[src/rtl/fma_pkg.sv]
// Shared definitions for the fma pipeline and its downstream result buffer.
package fma_pkg;

  localparam int FMA_LAT   = 4;
  localparam int FMA_WIDTH = 64;
  localparam int FMA_TAG_W = 4;
  localparam int FLAG_W    = 20;
  localparam int UO_W      = 24;

  typedef enum logic [1:0] {
    MODE_FMA = 2'b11,
    MODE_MUL = 2'b10,
    MODE_ADD = 2'b01
  } fma_mode_e;

  // One captured result; bit layout matches the flat FIFO word in the buffer.
  typedef struct packed {
    logic [3:0][FMA_WIDTH-1:0] lanes;
    logic [FLAG_W-1:0]         flags;
    logic [UO_W-1:0]           uo;
    logic [FMA_TAG_W-1:0]      tag;
    logic [1:0]                mode;
  } fma_entry_t;

  function automatic int entry_width(input int width, input int tag_w);
    return 4 * width + FLAG_W + UO_W + tag_w + 2;
  endfunction

endpackage

[src/rtl/fma_result_fifo.sv]
// Synchronous FIFO with occupancy count. Writes into a full FIFO and reads
// from an empty one are ignored; the storage array is not reset.
module fma_result_fifo #(
  parameter int DW    = 8,
  parameter int DEPTH = 8
) (
  input  logic                     clk,
  input  logic                     rst,
  input  logic                     push,
  input  logic [DW-1:0]            wdata,
  input  logic                     pop,
  output logic [DW-1:0]            rdata,
  output logic                     empty,
  output logic                     full,
  output logic [$clog2(DEPTH):0]   count
);

  localparam int AW = $clog2(DEPTH);
  localparam int CW = AW + 1;
  localparam logic [CW-1:0] DEPTH_C = CW'(DEPTH);

  logic [DW-1:0] mem [DEPTH];
  logic [AW-1:0] wr_ptr;
  logic [AW-1:0] rd_ptr;
  logic          do_push;
  logic          do_pop;

  assign empty   = (count == '0);
  assign full    = (count == DEPTH_C);
  assign do_push = push && !full;
  assign do_pop  = pop && !empty;
  assign rdata   = mem[rd_ptr];

  // Entry storage, written at the write pointer.
  always_ff @(posedge clk) begin
    if (do_push) mem[wr_ptr] <= wdata;
  end

  // Pointers wrap naturally because DEPTH is a power of two.
  always_ff @(posedge clk or negedge rst) begin
    if (!rst) begin
      wr_ptr <= '0;
      rd_ptr <= '0;
      count  <= '0;
    end else begin
      if (do_push) wr_ptr <= wr_ptr + AW'(1);
      if (do_pop)  rd_ptr <= rd_ptr + AW'(1);
      case ({do_push, do_pop})
        2'b10:   count <= count + CW'(1);
        2'b01:   count <= count - CW'(1);
        default: count <= count;
      endcase
    end
  end

endmodule

[src/rtl/fma_result_buffer.sv]
// Result buffer behind the fixed-latency fma pipeline: tracks issued ops with
// a latency-matched valid/tag chain, captures their results into a FIFO and
// throttles issue so the FIFO can never overflow.
module fma_result_buffer
  import fma_pkg::*;
#(
  parameter int WIDTH = FMA_WIDTH,
  parameter int LAT   = FMA_LAT,
  parameter int DEPTH = 8,
  parameter int TAG_W = FMA_TAG_W
) (
  input  logic                     clk,
  input  logic                     rst,
  input  logic                     issue_valid,
  input  logic [TAG_W-1:0]         issue_tag,
  input  logic [1:0]               issue_mode,
  output logic                     issue_ready,
  input  logic [WIDTH-1:0]         res0,
  input  logic [WIDTH-1:0]         res1,
  input  logic [WIDTH-1:0]         res2,
  input  logic [WIDTH-1:0]         res3,
  input  logic [FLAG_W-1:0]        res_flags,
  input  logic [UO_W-1:0]          res_uo,
  output logic                     out_valid,
  input  logic                     out_ready,
  output logic [4*WIDTH-1:0]       out_data,
  output logic [FLAG_W-1:0]        out_flags,
  output logic [UO_W-1:0]          out_uo,
  output logic [TAG_W-1:0]         out_tag,
  output logic [1:0]               out_mode,
  output logic [$clog2(DEPTH):0]   count,
  output logic                     err_drop
);

  localparam int EW = entry_width(WIDTH, TAG_W);
  localparam int CW = $clog2(DEPTH) + 1;
  localparam logic [CW:0] DEPTH_C = (CW+1)'(DEPTH);

  logic [LAT-1:0]   trk_v;
  logic [TAG_W-1:0] trk_tag  [LAT];
  logic [1:0]       trk_mode [LAT];
  logic [CW:0]      inflight;
  logic             issue_acc;
  logic             fifo_empty;
  logic             fifo_full;
  logic [EW-1:0]    wr_entry;
  logic [EW-1:0]    rd_entry;

  // Credit counts results already stored plus those still inside the fma;
  // a pop in the same cycle earns no credit until it has happened.
  always_comb begin
    inflight = '0;
    for (int i = 0; i < LAT; i++) inflight = inflight + {{CW{1'b0}}, trk_v[i]};
  end

  assign issue_ready = (({1'b0, count}) + inflight) < DEPTH_C;
  assign issue_acc   = issue_valid && issue_ready;

  // Valid chain; reset clears it so results of pre-reset issues are ignored.
  always_ff @(posedge clk or negedge rst) begin
    if (!rst) begin
      trk_v <= '0;
    end else begin
      trk_v[0] <= issue_acc;
      for (int i = 1; i < LAT; i++) trk_v[i] <= trk_v[i-1];
    end
  end

  // Tag and mode ride alongside the valid bit; only meaningful where v is set.
  always_ff @(posedge clk) begin
    trk_tag[0]  <= issue_tag;
    trk_mode[0] <= issue_mode;
    for (int i = 1; i < LAT; i++) begin
      trk_tag[i]  <= trk_tag[i-1];
      trk_mode[i] <= trk_mode[i-1];
    end
  end

  assign wr_entry = {res3, res2, res1, res0, res_flags, res_uo,
                     trk_tag[LAT-1], trk_mode[LAT-1]};

  // Sticky error: a rejected issue, or an arrival that finds the FIFO full.
  always_ff @(posedge clk or negedge rst) begin
    if (!rst) begin
      err_drop <= 1'b0;
    end else if ((issue_valid && !issue_ready) || (trk_v[LAT-1] && fifo_full)) begin
      err_drop <= 1'b1;
    end
  end

  fma_result_fifo #(
    .DW    (EW),
    .DEPTH (DEPTH)
  ) u_fifo (
    .clk   (clk),
    .rst   (rst),
    .push  (trk_v[LAT-1]),
    .wdata (wr_entry),
    .pop   (out_valid && out_ready),
    .rdata (rd_entry),
    .empty (fifo_empty),
    .full  (fifo_full),
    .count (count)
  );

  assign out_valid = !fifo_empty;
  assign {out_data, out_flags, out_uo, out_tag, out_mode} = rd_entry;

endmodule

[config.mk]
export PLATFORM = sky130hd
export DESIGN_NAME = fma_result_buffer
export DESIGN_NICKNAME = d
export VERILOG_FILES = /design/src/rtl/fma_pkg.sv /design/src/rtl/fma_result_fifo.sv /design/src/rtl/fma_result_buffer.sv
export SDC_FILE = /design/constraint.sdc
export NUM_CORES = 2
export LEC_CHECK = 0
export ABC_CLOCK_PERIOD_IN_PS = 22000
export BUFFER_PORTS_ARGS = -buffer_cell sky130_fd_sc_hd__buf_2
export CAP_MARGIN = 20
export CORE_ASPECT_RATIO = 1.1
export CORE_MARGIN = 8
export CORE_UTILIZATION = 50
export DETAILED_ROUTE_END_ITERATION = 12
export GPL_ROUTABILITY_DRIVEN = 0
export PLACE_DENSITY = 0.7
export REMOVE_ABC_BUFFERS = 1
export SKIP_LAST_GASP = 1
export SLEW_MARGIN = 30
export SYNTH_ARGS = -nofsm -noshare
export SYNTH_HDL_FRONTEND = slang
export SYNTH_SLANG_ARGS = --single-unit
[constraint.sdc]
create_clock -name clk -period 22 [get_ports clk]
set_input_delay 3.3 -clock clk [delete_from_list [all_inputs] [get_ports clk]]
set_output_delay 3.3 -clock clk [all_outputs]
set_load 0.01 [all_outputs]
Yosys cells after proc, flatten, opt, wreduce, memory -nomap -nowiden:

Memory sizes are Yosys's and may differ from the RTL's.
Index checks and enable logic that the tools add are counted.

* latch bits: 0
* flip-flop bits (word level): 15
* input bits: 310
* logic and storage cells: 35
* RAM bits: 2472
* memories: 3
* output and inout port bits: 313
* memory bits (read-only): 0

* reduce and logical (&&, ||, !) cells: 12
* multiply operators: 0
* add/sub/neg operators: 8
* div/mod/pow operators: 0
* mux-type cells: 3
* equal/unequal tests: 3
* shift operators: 0
* order comparisons: 1
* bitwise logic cells: 0

Memory list
* u_fifo.mem: words 8, width 306, read ports 1, clocked after memory_dff 0, wr ports 1, line fma_result_fifo.sv:22 `logic [DW-1:0] mem [DEPTH];`
* trk_tag: words 4, width 4, read ports 4, clocked after memory_dff 0, wr ports 4, line fma_result_buffer.sv:40 `logic [TAG_W-1:0] trk_tag [LAT];`
* trk_mode: words 4, width 2, read ports 4, clocked after memory_dff 0, wr ports 4, line fma_result_buffer.sv:41 `logic [1:0] trk_mode [LAT];`

Operators with widths (number)
* case mux 4 bit (2 select lines): 1
* adder 3 x 1 -> 3 bit, second input constant: 2
* logical AND 1 bit: 6
* adder 4 x 4 -> 5 bit: 1
* less-than comparator 5 x 4 -> 1 bit, second input constant: 1
* adder 3 x 1 -> 4 bit: 1
* adder 4 x 1 -> 4 bit, second input constant: 1
* equality test 4 bit, second input constant: 1
* zero test 4 bit: 1
* subtractor 4 x 1 -> 4 bit, second input constant: 1
* adder 2 x 1 -> 3 bit: 1
* zero test 1 bit: 3
* adder 1 x 1 -> 2 bit: 1
* equality test 2 x 1 -> 1 bit, second input constant: 1
* equality test 2 bit, second input constant: 1
* two-way mux 1 bit: 2
* nonzero test 2 bit: 1
* logical OR 1 bit: 1

Logic depth before layout (Yosys ltp):

* depth after elaboration: 8
* mapped depth: 9
* mapped depth without buffers: 8

Modules after synthesis:

From an unflattened synthesis, not the netlist that was laid out.

* cells, all modules: 3645
* area, all modules: 93225.7 µm²

Modules (own cells, without submodules)
* fma_result_fifo: seq. area each 73760.7 µm², times used 1, area an instance 92513.7 µm², cells each 3603
* fma_result_buffer: seq. area each 605.6 µm², times used 1, area an instance 711.9 µm², cells each 42

Worst setup path after synthesis:

No wires, ideal clock.

* kind: flip-flop to flip-flop
* start point: register u_fifo.count[3]
* end point: memory u_fifo.mem[1][0] (netlist name) (enable)
* buffers on the path: 1
* cell stages (with the launch flop): 5
* data arrival time: 21.511 ns
* required time: 20.652 ns
* slack: -0.858 ns
* period minus slack after synthesis: 22.858 ns
* library setup time: 1.348 ns
* cells stage by stage: dfrtp_1 buf_2 or4b_2 nand3_1 nor3_1

* word-level cells in the longest chain between the ends: 5

RTL lines
* from (decl): line fma_result_fifo.sv:15 `output logic [$clog2(DEPTH):0] count`
* from (signal assigned): line fma_result_fifo.sv:49 `2'b10: count <= count + CW'(1);`
* from (signal assigned): line fma_result_fifo.sv:50 `2'b01: count <= count - CW'(1);`
* from (signal assigned): line fma_result_fifo.sv:51 `default: count <= count;`
* equality test 4 bit: line fma_result_fifo.sv:29 `assign full = (count == DEPTH_C);`
* zero test 1 bit: line fma_result_fifo.sv:30 `assign do_push = push && !full;`
* logical AND 1 bit: line fma_result_fifo.sv:30
* two-way mux 1 bit: line fma_result_fifo.sv:36 `if (do_push) mem[wr_ptr] <= wdata;`
* two-way mux 1 bit (not written as such): line fma_result_fifo.sv:36
* to (decl): line fma_result_fifo.sv:22

Every way passes these cells.

Worst setup path after layout:

* start point: register u_fifo.rd_ptr[0]
* end point: output out_data[14]

* word-level cells in the longest chain between the ends: 1

RTL lines
* from (decl): line fma_result_fifo.sv:24 `logic [AW-1:0] rd_ptr;`
* from (signal assigned): line fma_result_fifo.sv:47 `if (do_pop) rd_ptr <= rd_ptr + AW'(1);`
* memory read (8 x 306 bit)
* to (decl): line fma_result_buffer.sv:26 `output logic [4*WIDTH-1:0] out_data,`

Every way passes these cells.

==> results.json <==
{
  "start_kind": "flip-flop",
  "firstDrtPassIters": 5,
  "nFillCells": 13180,
  "die_w_um": 427.7,
  "yosysTopAreaCellShare_pct": 78.86,
  "synth.most_common_cell": "edfxtp_1",
  "drive_gt1_share_pct": 42.69,
  "synthCells": 3643,
  "p_per_area_nw_per_um2": 132.2,
  "ant_nets": 0,
  "grt_max_degree": 156,
  "finalWirelength_um": 193700,
  "rows": 166,
  "port-buffer-count": 622,
  "final_hold_viol_count": 0,
  "cts_resized": 0,
  "syn_area_per_cell_um2": 25.59,
  "ys_seq_area_share_pct": 79.78,
  "run_status": "finished clean",
  "path_class": "reg2out",
  "synth_edf_count": 2448,
  "cts_root_buffer": "clkbuf_16",
  "vias_per_cell": 5.756,
  "skew_ns": 0.04939,
  "holdWs_ns": 0.3181,
  "setup_viol": 0,
  "initial_core_util_pct": 50.20,
  "yosysTopAreaCell": "edfxtp_1",
  "synth_seq_cells": 2487,
  "core_um2": 185700,
  "clk_pin_slew_ns": 0.06,
  "worst_ep_arrival_time_ns": 5.31,
  "grt_overflow": 0,
  "fin_area_um2": 107000,
  "dr_total_vias": 40770,
  "clock-sinks": 2487,
  "path_cells": "buf_6 -> buf_12 -> buf_6 -> buf_6 -> mux4_2 -> mux2_2 -> buf_2",
  "min_path_type": "reg2reg",
  "wl_per_cell_um": 27.36,
  "cts_max_level": 4,
  "syn2layout_area_growth_pct": 14.78,
  "io_pins": 623,
  "critPathMostFrequentCell": "buf_6",
  "syn-cell-area_um2": 93220,
  "maxCapViolations": 0,
  "drtIter0Drc": 3199,
  "cts_tree": "built",
  "rsz0062_at_grt": "no",
  "cts_hold_buf": 0,
  "ys_top_cells_by_count": "2448 x edfxtp_1, 612 x mux4_2, 309 x mux2_2, 63 x buf_6, 50 x buf_1",
  "max_stage_delay_ns": 0.84,
  "grt_pass1_vias": 42780,
  "timing.final.crit_share_pct": 39.16,
  "grt_pass1_wl_um": 282400,
  "vdd_drop_max_uv": 108.7,
  "required_ns": 18.70,
  "synth_ff_type": "edfxtp_1",
  "synth_warnings": 0,
  "clk_latency_ns": 0.86,
  "grt_use_total_pct": 19.00,
  "cts_setup_buffers": 0,
  "drv_slew": 0,
  "cts_buffer_depth": 3,
  "drc": 0,
  "place_area_um2": 99100,
  "slew_headroom_pct": 19.64,
  "fmax_mhz": 116.1,
  "die-area_um2": 200500,
  "synth-async-reset-ratio_pct": 0.6031,
  "die_h_um": 468.9,
  "worst_slew_pin_slew_ns": 1.205,
  "critPathMaxFanout": 94,
  "synth_cell_types": 32,
  "nets": 4719,
  "yosys-top-cells-area": "edfxtp_1 79%, mux4_2 15%, mux2_2 3.7%",
  "cp_slowest_cell": "dfrtp_4",
  "final.min_clock_period_ns": 8.614,
  "critPathCaptureType": "output port",
  "p_leak_nw": 34.43,
  "antenna_found_initial": 90,
  "cts-buffers-inserted": 231,
  "hpwl_um": 106500
}
[final cells by class]
| type | count | area [um^2] | area share (%) |
|---|---|---|---|
| Timing Repair Buffer | 696 | 4061 | 3.796 |
| Multi-Input combinational cell | 979 | 17750 | 16.59 |
| Antenna cell | 52 | 130.1 | 0.1216 |
| Clock buffer | 282 | 6086 | 5.688 |
| Clock inverter | 145 | 1521 | 1.422 |
| Sequential cell | 2487 | 74380 | 69.52 |
| Inverter | 5 | 18.77 | 0.01754 |
| Tap cell | 2436 | 3048 | 2.849 |
[worst paths after layout]
path | from | to | slack, ns | cells past startpoint
worst min-delay path | trk_mode[0][0] | trk_mode[1][0] | 0.32 | 0
worst max register to register | u_fifo.count[3] | u_fifo.mem[0][5] | 17.29 | 7
worst min register to register | trk_mode[0][0] | trk_mode[1][0] | 0.32 | 0
max in group asynchronous | rst | u_fifo.rd_ptr[1] | 19.36 | 1
worst max-delay path | u_fifo.rd_ptr[0] | out_data[14] | 13.39 | 7
min in group asynchronous | rst | trk_v[0] | 2.34 | 1
[cell usage in the layout, fill, tap and decap left out, types with 3 or more instances in the layout]
| cell | Yosys | layout |
|---|---|---|
| buf_16 | 0 | 9 |
| buf_2 | 13 | 622 |
| dfrtp_4 | 0 | 3 |
| inv_6 | 0 | 4 |
| ha_1 | 7 | 7 |
| buf_4 | 1 | 41 |
| nor2_4 | 0 | 6 |
| clkinv_2 | 0 | 39 |
| nor3b_1 | 4 | 4 |
| dfrtp_1 | 15 | 12 |
| dfxtp_1 | 24 | 24 |
| nand3_1 | 5 | 5 |
| clkbuf_8 | 0 | 5 |
| clkbuf_16 | 0 | 234 |
| buf_12 | 0 | 14 |
| buf_6 | 63 | 10 |
| clkinv_1 | 0 | 53 |
| clkbuf_1 | 45 | 43 |
| clkinvlp_4 | 0 | 8 |
| a21oi_1 | 3 | 3 |
| inv_16 | 0 | 3 |
| mux4_2 | 612 | 612 |
| bufinv_16 | 0 | 26 |
| edfxtp_1 | 2448 | 2448 |
| mux2_2 | 309 | 309 |
| clkinv_16 | 0 | 3 |
| clkinv_4 | 0 | 6 |
| nand2_1 | 8 | 8 |
| xnor2_1 | 5 | 5 |
| clkinv_8 | 0 | 3 |
| diode_2 | 0 | 52 |
| inv_1 | 5 | 5 |
[registers in the layout (all words and copies together) (netlist names)]
name,cells
trk_mode,8
u_fifo.rd_ptr,3
u_fifo.wr_ptr,3
u_fifo.mem,2448
trk_v,4
u_fifo.count,4
trk_tag,16
err_drop,1
[logic make-up (layout without fill, tap and decap cells)]
| group | count (synthesis) | after routing | share of synthesized area, % |
|---|---|---|---|
| AOI/OAI and AO/OA | 10 | 10 | 0.07517 |
| xor gates and xnor gates | 6 | 6 | 0.05637 |
| adders and majority gates | 9 | 9 | 0.1369 |
| buffers and inverters | 177 | 1128 | 1.242 |
| DFF | 2487 | 2487 | 79.78 |
| muxes | 922 | 922 | 18.53 |
| other | 0 | 52 | 0 |
| and+or+nand+nor | 32 | 32 | 0.1812 |
[stage by stage]
stage	instances	util [%]	setup TNS [ns]	power, mW	worst slack (ns)
2_1_floorplan	3471	-	-2243.93	11.47	-5.720
3_3_place_gp	6593	53.29	0	10.30	13.27
3_5_place_dp	6598	53.37	0	10.36	13.24
4_1_cts	7025	57.47	0	14.34	12.25
5_1_grt	7048	57.57	0	14.73	12.81
6_report	7082	57.62	0	14.14	13.39
[critical path, delay by kind of cell, from the launching register on]
kind | cells | cell delay (ns)
buffers and inverters | 5 | 2.58
flip-flops | 1 | 0.84
multiplexers | 2 | 0.90
[power breakdown]
| part | total [mW] | switching, mW | internal, mW |
|---|---|---|---|
| sequential | 5.97 | 0.168 | 5.80 |
| clock | 3.96 | 1.69 | 2.27 |
| combinational | 4.21 | 2.25 | 1.96 |
[layer usage]
layer / track usage [%] / wire, um
met5: 0 / 294
met4: 7.013 / 5806
met3: 5.117 / 15180
met2: 30.91 / 96180
met1: 24.86 / 76280
Note: power is estimated with default switching activity, not from simulation.
